**config.mk**
```make
export PLATFORM = sky130hd
export DESIGN_NAME = decrypt_stream_unit
export DESIGN_NICKNAME = d
export VERILOG_FILES = /design/src/rtl/decrypt_stream_unit.sv
export SDC_FILE = /design/constraint.sdc
export NUM_CORES = 1
export LEC_CHECK = 0
export CAP_MARGIN = 15
export CORE_UTILIZATION = 50
export DETAILED_ROUTE_END_ITERATION = 16
export PLACE_DENSITY_LB_ADDON = 0.25
export SYNTH_ARGS = -nofsm -noshare
export SYNTH_HDL_FRONTEND = slang
export SYNTH_SLANG_ARGS = --single-unit
export TNS_END_PERCENT = 10
```
**constraint.sdc**
```tcl
create_clock -name clk -period 2.8 [get_ports clk]
set_input_delay 0.56 -clock clk [delete_from_list [all_inputs] [get_ports clk]]
set_output_delay 0.56 -clock clk [all_outputs]
set_load 0.05 [all_outputs]
```
**src/rtl/decrypt_stream_unit.sv**
```systemverilog
`default_nettype none
// ============================================================================
// decrypt_stream_unit : strips the rotating 3-key XOR from an encrypted byte
//                       stream and buffers plaintext behind valid/ready.
// Revision: 1.0
// ============================================================================
module decrypt_stream_unit #(
  parameter logic [7:0] KEY0  = 8'hA5,
  parameter logic [7:0] KEY1  = 8'h3C,
  parameter logic [7:0] KEY2  = 8'h5A,
  parameter int         DEPTH = 4
) (
  input  logic       clk,
  input  logic       rst,
  input  logic       in_v,
  input  logic [7:0] din,
  input  logic       key_sync,
  output logic       in_rdy,
  output logic       out_v,
  output logic [7:0] dout,
  input  logic       out_rdy,
  output logic [7:0] drop_cnt
);

  localparam int AW = (DEPTH > 2) ? $clog2(DEPTH) : 1;
  localparam int CW = AW + 1;
  localparam logic [CW:0] DEPTH_C = (CW+1)'(DEPTH);

  logic [1:0]    k_q, k_d, k_cur;
  logic          s1_v_q, s1_v_d, s2_v_q, s2_v_d;
  logic [7:0]    s1_data_q, s1_data_d, s2_data_q, s2_data_d;
  logic [AW-1:0] wr_ptr_q, wr_ptr_d, rd_ptr_q, rd_ptr_d;
  logic [CW-1:0] count_q, count_d;
  logic [7:0]    drop_cnt_q, drop_cnt_d;
  logic [7:0]    mem_q [DEPTH];
  logic [7:0]    mem_d [DEPTH];

  logic [CW:0]   occ;
  logic [7:0]    key_byte;
  logic          accept, drop, push, pop;

  // Pipeline stages reserve FIFO space, so the tail write can never overflow.
  always_comb begin
    occ    = {1'b0, count_q} + {{CW{1'b0}}, s1_v_q} + {{CW{1'b0}}, s2_v_q};
    in_rdy = (occ < DEPTH_C);
    accept = in_v && in_rdy;
    drop   = in_v && !in_rdy;
    out_v  = (count_q != '0);
    push   = s2_v_q;
    pop    = out_v && out_rdy;
    dout   = out_v ? mem_q[rd_ptr_q] : 8'h00;
    drop_cnt = drop_cnt_q;
  end

  // Key rotation follows every presented byte, accepted or dropped.
  always_comb begin
    k_cur = key_sync ? 2'd0 : k_q;
    case (k_cur)
      2'd0:    key_byte = KEY0;
      2'd1:    key_byte = KEY1;
      default: key_byte = KEY2;
    endcase
    k_d = k_q;
    if (in_v)          k_d = (k_cur == 2'd2) ? 2'd0 : k_cur + 2'd1;
    else if (key_sync) k_d = 2'd0;
  end

  always_comb begin
    s1_v_d    = accept;
    s1_data_d = din ^ key_byte;
    s2_v_d    = s1_v_q;
    s2_data_d = s1_data_q;

    drop_cnt_d = drop_cnt_q;
    if (drop && (drop_cnt_q != 8'hFF)) drop_cnt_d = drop_cnt_q + 8'd1;

    mem_d    = mem_q;
    wr_ptr_d = wr_ptr_q;
    rd_ptr_d = rd_ptr_q;
    if (push) begin
      mem_d[wr_ptr_q] = s2_data_q;
      wr_ptr_d        = wr_ptr_q + 1'b1;
    end
    if (pop) rd_ptr_d = rd_ptr_q + 1'b1;

    count_d = count_q;
    case ({push, pop})
      2'b10:   count_d = count_q + 1'b1;
      2'b01:   count_d = count_q - 1'b1;
      default: count_d = count_q;
    endcase
  end

  always_ff @(posedge clk) begin
    if (rst) begin
      k_q        <= 2'd0;
      s1_v_q     <= 1'b0;
      s2_v_q     <= 1'b0;
      s1_data_q  <= 8'h00;
      s2_data_q  <= 8'h00;
      wr_ptr_q   <= '0;
      rd_ptr_q   <= '0;
      count_q    <= '0;
      drop_cnt_q <= 8'h00;
    end else begin
      k_q        <= k_d;
      s1_v_q     <= s1_v_d;
      s2_v_q     <= s2_v_d;
      s1_data_q  <= s1_data_d;
      s2_data_q  <= s2_data_d;
      wr_ptr_q   <= wr_ptr_d;
      rd_ptr_q   <= rd_ptr_d;
      count_q    <= count_d;
      drop_cnt_q <= drop_cnt_d;
    end
  end

  // Storage needs no reset: dout is gated by out_v.
  always_ff @(posedge clk) begin
    mem_q <= mem_d;
  end

endmodule
`default_nettype wire

```
# --- Yosys cells after proc, flatten, opt, wreduce, memory -nomap -nowiden ---
# Cells that the tools add are included.
classes:
  n_eq_ne: 5
  n_mux: 12
  n_reduce_logical: 9
  n_bitwise: 3
  n_lt_le_gt_ge: 4
  add_sub_neg: 8
op_table:
  columns: ["operator", "n"]
  rows:
  - ["32-bit bitwise mux", 1]
  - ["8-bit 2-to-1 mux", 4]
  - ["8-bit binary-select mux with 2-bit select", 1]
  - ["8-bit demux with 2-bit select", 1]
  - ["8-bit case mux with 2 select lines", 1]
  - ["8-bit by 1-bit adder with 8-bit output (second input constant)", 1]
  - ["8-bit inequality test (second input constant)", 1]
  - ["8-bit XOR", 1]
  - ["2-bit by 1-bit adder with 2-bit output (second input constant)", 3]
  - ["3-bit greater-or-equal comparator (second input constant)", 2]
  - ["2-bit 2-to-1 mux", 3]
  - ["2-bit inverter with 3-bit output", 2]
  - ["3-bit case mux with 2 select lines", 1]
  - ["1-bit logical AND", 5]
  - ["3-bit by 1-bit adder with 4-bit output", 1]
  - ["4-bit by 1-bit adder with 4-bit output", 1]
  - ["2-bit by 1-bit equality test with 1-bit output (second input constant)", 2]
  - ["2-bit equality test (second input constant)", 2]
  - ["4-bit by 3-bit less-than comparator with 1-bit output (second input constant)", 1]
  - ["3-bit by 1-bit adder with 3-bit output (second input constant)", 1]
  - ["3-bit by 1-bit less-than comparator with 1-bit output (second input constant)", 1]
  - ["3-bit nonzero test", 1]
  - ["3-bit by 1-bit subtractor with 3-bit output (second input constant)", 1]
  - ["2-bit zero test", 1]
  - ["2 further kinds", 2]
word_totals:
  out_inout_bits: 18
  inputBits: 13
  ff_bits: 67
  wordCells: 54

# --- Logic depth before layout (Yosys ltp) ---
logic_depth:
  depth_word: 6
  ltp_mapped: 8
  depth_no_buf: 8

# --- Worst setup path after synthesis ---
# OpenSTA, ideal clock, no wires.
synth_path:
  kind: "in2reg"
  startpoint: "input out_rdy"
  endpoint: "register count_q[2]"
  setup_ns: 0.071
  required_ns: 2.729
  n_path_buf: 0
  arrival_time_ns: 1.954
  stages: 7
  slack_ns: 0.775
  cell_sequence: "and2_1 > ha_1 > inv_1 > fa_1 > xor2_1 > or3_2 > a21oi_1"
synth_between:
  elab_chain_cells: 3
  word_cells_on_any_way: 5
  cone_classes: "eq/ne (2); mux (1); reduce/logical (2)"
synth_lines:
  columns: ["item", "line", "text"]
  rows:
  - ["start: declaration", "21", "input logic out_rdy,"]
  - ["1-bit logical AND *", "50", "pop = out_v && out_rdy;"]
  - ["2-bit by 1-bit equality test with 1-bit output / 2-bit equality test (equally long branches)", "87", "case ({push, pop})"]
  - ["3-bit case mux with 2 select lines / 2-bit nonzero test (equally long branches)", null, null]
  - ["end signal: assignment", "113", "count_q <= count_d;"]
  - ["end: declaration", "33", "logic [CW-1:0] count_q, count_d;"]
# Every way passes the cells marked *; elsewhere a longest branch is shown, timed or not.
# A chain may end at the register's enable or synchronous reset.

# --- Worst setup path after layout ---
layout_path:
  startpoint: "register count_q[0]"
  endpoint: "output out_v"
layout_between:
  elab_chain_cells: 1
layout_lines:
  columns: ["item", "line", "text"]
  rows:
  - ["3-bit nonzero test", "48", "out_v = (count_q != '0);"]
  - ["end: declaration", "19", "output logic out_v,"]
# No other way between the ends.

==> impl_metrics.csv <==
group,metric,value,unit
setup_path,end_kind,"output pin",
global_route,grt_max_degree,19,
sta,skew,0.00714,ns
yosys,synth_seq_area_share,60.8,%
drt,num_vias,1551,
sta,worstMarginPinSlew,0.567,ns
yosys,netlist_area,0.00274,sq mm
yosys,synth_top_family_by_area,"simple AND/OR/NAND/NOR gates",
setup_path,r2r_slack,0.40,ns
drt,drt_iter0_drc,112,
setup_path,arrival,1.97,ns
floorplanning,start_util,52.9,%
setup_path,timing.rr.start,"count_q[2]",
floorplanning,core_area,0.00517,sq mm
global_route,grt_usage,15.6,%
yosys,synthAdderAreaFrac,3.93,%
clock_tree,cts_root_buffer,"clkbuf_8",
yosys,netlist_instances,205,
clock_tree,post-cts-setup-buffers,0,
yosys,syn_area_per_cell,13.3,sq um
pwr,vdd_drop_max,0.000331,V
cells_and_area,layout_common_cells,"dfxtp_1, edfxtp_1, nor2_1",
global_route,grt-ovfl-total,0,
cells_and_area,finalNetCount,261,
setup_path,rr_worst_depth,8,
clock_tree,cts_resized,0,
cells_and_area,antenna_cells,0,
global_route,grt_pass1_wl,6810,um
place,portBuffers,30,
yosys,synth-xor-area-share,4.16,%
cells_and_area,stdcell_count,315,
sta,setup_violations,0,
sta,slew_violations,0,
sta,period_minus_slack,2.53,ns
clock_tree,clockBufferDepth,2,
sta,fmax,394,MHz
yosys,syn_nets,226,
yosys,ys_warn_count,0,
yosys,synthMuxAreaShare,9.88,%
clock_tree,clk_pin_slew,0.07,ns
yosys,synth_edf_count,32,
outcome,status,"completed",
clock_tree,cts_hold_buffers,0,
setup_path,critical_path_class,"reg2out",
yosys,synth-compound-area-share,3.80,%
clock_tree,htree_levels,3,
sta,slew_headroom,62.1,%
floorplanning,ios,31,
yosys,synthDistinctLibCells,39,
cells_and_area,final_common_cell,"dfxtp_1",
yosys,yosys.area.top_type,"edfxtp_1",
sta,rsz0062_at_grt,"false",
cells_and_area,fillers,388,
drt,via_per_inst,4.92,
clock_tree,numCtsBuffers,9,
min_path,hold_class,"reg2reg",
floorplanning,die_area,0.00577,sq mm
setup_path,start_kind,"register",
min_path,holdPathStages,1,
sta,min_period_over_period,90.5,%
cells_and_area,utilization,64.7,%
min_path,whs_endpoint,"s2_data_q[5]",
drt,drtAntennaViolNets,0,
global_route,antenna_found_initial,0,
place,hpwl,2690,um
pwr,p_leak,0.00121,uW
drt,drt_wl_total,3980,um
pwr,power.density,795,mW/mm^2
place,dpl_cell_area,0.00309,sq mm
yosys,ys_top_cells_by_area,"edfxtp_1, dfxtp_1, mux4_2, ha_1, nor2_1",
cells_and_area,fin_area,0.00335,sq mm
yosys,ys_ff_latch,67,
drt,drc_errors,0,
place,dp_cells,299,
yosys,synth_top_area_share,35.1,%
setup_path,path_max_fanout,11,
sta,hold_violations,0,
cells_and_area,drive_gt1_share,19.6,%
place,place.gp.congestion,0.760,
clock_tree,cts_tree,"built",
setup_path,cp_data_required_time,2.24,ns
yosys,ys_async_sr_fraction,0,%
setup_path,worstReg2RegEnd,"count_q[2]",
yosys,yosys.area_share.simple,15.0,%
drt,wire_per_inst,12.6,um
floorplanning,std_cell_rows,26,
run,drv_cap,0,
clock_tree,numClockSinks,67,
global_route,grt_pass1_vias,1464,
drt,first_pass_iters,4,
floorplanning,fp.dieW,76.0,um
yosys,yosys_most_used_dff,"dfxtp_1",
min_path,min_from,"s1_data_q[5]",
floorplanning,die_height,76.0,um
clock_tree,clk_latency,0.33,ns
cells_and_area,syn_to_final_growth,22.3,%
sta,finalSetupTns,0,ns
worst max-delay path, stage by stage, from the launching register on:
cell and delay [ns]:
dfxtp_1 0.35, or3_1 0.53, clkdlybuf4s50_1 0.76
logic make-up after synthesis:
logic type                 after synthesis
xor gates and xnor gates                13
buffers and inverters                   17
muxes                                   16
and+or+nand+nor                         71
DFF                                     67
AOI/OAI and AO/OA                       13
adders and majority gates                8
area by class of cell:
cell class | instances | area (sq um) | share of cell area [%]
sequential | 67 | 1660 | 49.7
multi-input combinational | 121 | 1010 | 30.1
timing repair buffer | 33 | 300 | 8.98
clock buffer | 11 | 174 | 5.20
tap | 70 | 87.6 | 2.62
clock inverter | 5 | 86.3 | 2.58
inverter | 8 | 30.0 | 0.898
where the power goes:
group          switching (uW)  internal, uW
clock                     368           617
sequential               54.4          1060
combinational             328           227
total                     751          1910
metrics by stage:
stage                     setup WS (ns)  total power, uW  hold slack (ns)
after floorplan                   0.775             1550            0.414
after global placement            0.249             1690            0.418
after global routing              0.156             2780            0.456
final                             0.265             2660            0.437
after detailed placement          0.206             1700            0.422
after CTS                         0.194             2700            0.443
routing by layer:
layer	track usage (%)	up-vias	routed length (um)
met4	11.5	0	90
met3	4.10	10	142
li1	-	788	-
met1	19.6	720	1880
met2	23.4	33	1870
met5	0	-	0
registers in the layout (all words and copies together), names as in the netlist:
signal,cells
count_q,3
drop_cnt,8
k_q,2
mem_q,32
push,1
rd_ptr_q,2
s1_data_q,8
s1_v_q,1
s2_data_q,8
wr_ptr_q,2
cells in the mapped netlist (2+ instances only):
| cell type | n |
|---|---|
| a21oi_1 | 3 |
| mux2i_1 | 6 |
| clkbuf_1 | 4 |
| nor3_1 | 3 |
| xor2_1 | 7 |
| and2_1 | 13 |
| o21ai_0 | 4 |
| buf_1 | 2 |
| mux4_2 | 8 |
| xnor2_1 | 6 |
| inv_1 | 8 |
| buf_2 | 3 |
| nand2_1 | 2 |
| mux2_4 | 2 |
| nand4_1 | 4 |
| edfxtp_1 | 32 |
| nor2_1 | 22 |
| nor2_2 | 2 |
| nor2b_1 | 13 |
| ha_1 | 7 |
| nand2b_1 | 2 |
| dfxtp_1 | 35 |
worst max-delay path by stage:
stage / startpoint / endpoint / slack, ns / depth (start not counted)
6_report: count_q[0] / out_v / 0.27 / 2
5_1_grt: rd_ptr_q[0] / dout[5] / 0.16 / 3
4_1_cts: count_q[2] / out_v / 0.19 / 2
3_5_place_dp: out_rdy / count_q[2] / 0.21 / 8
3_3_place_gp: out_rdy / count_q[2] / 0.25 / 8
2_1_floorplan: out_rdy / count_q[2] / 0.78 / 7
Note: power is estimated with default switching activity, not from simulation.
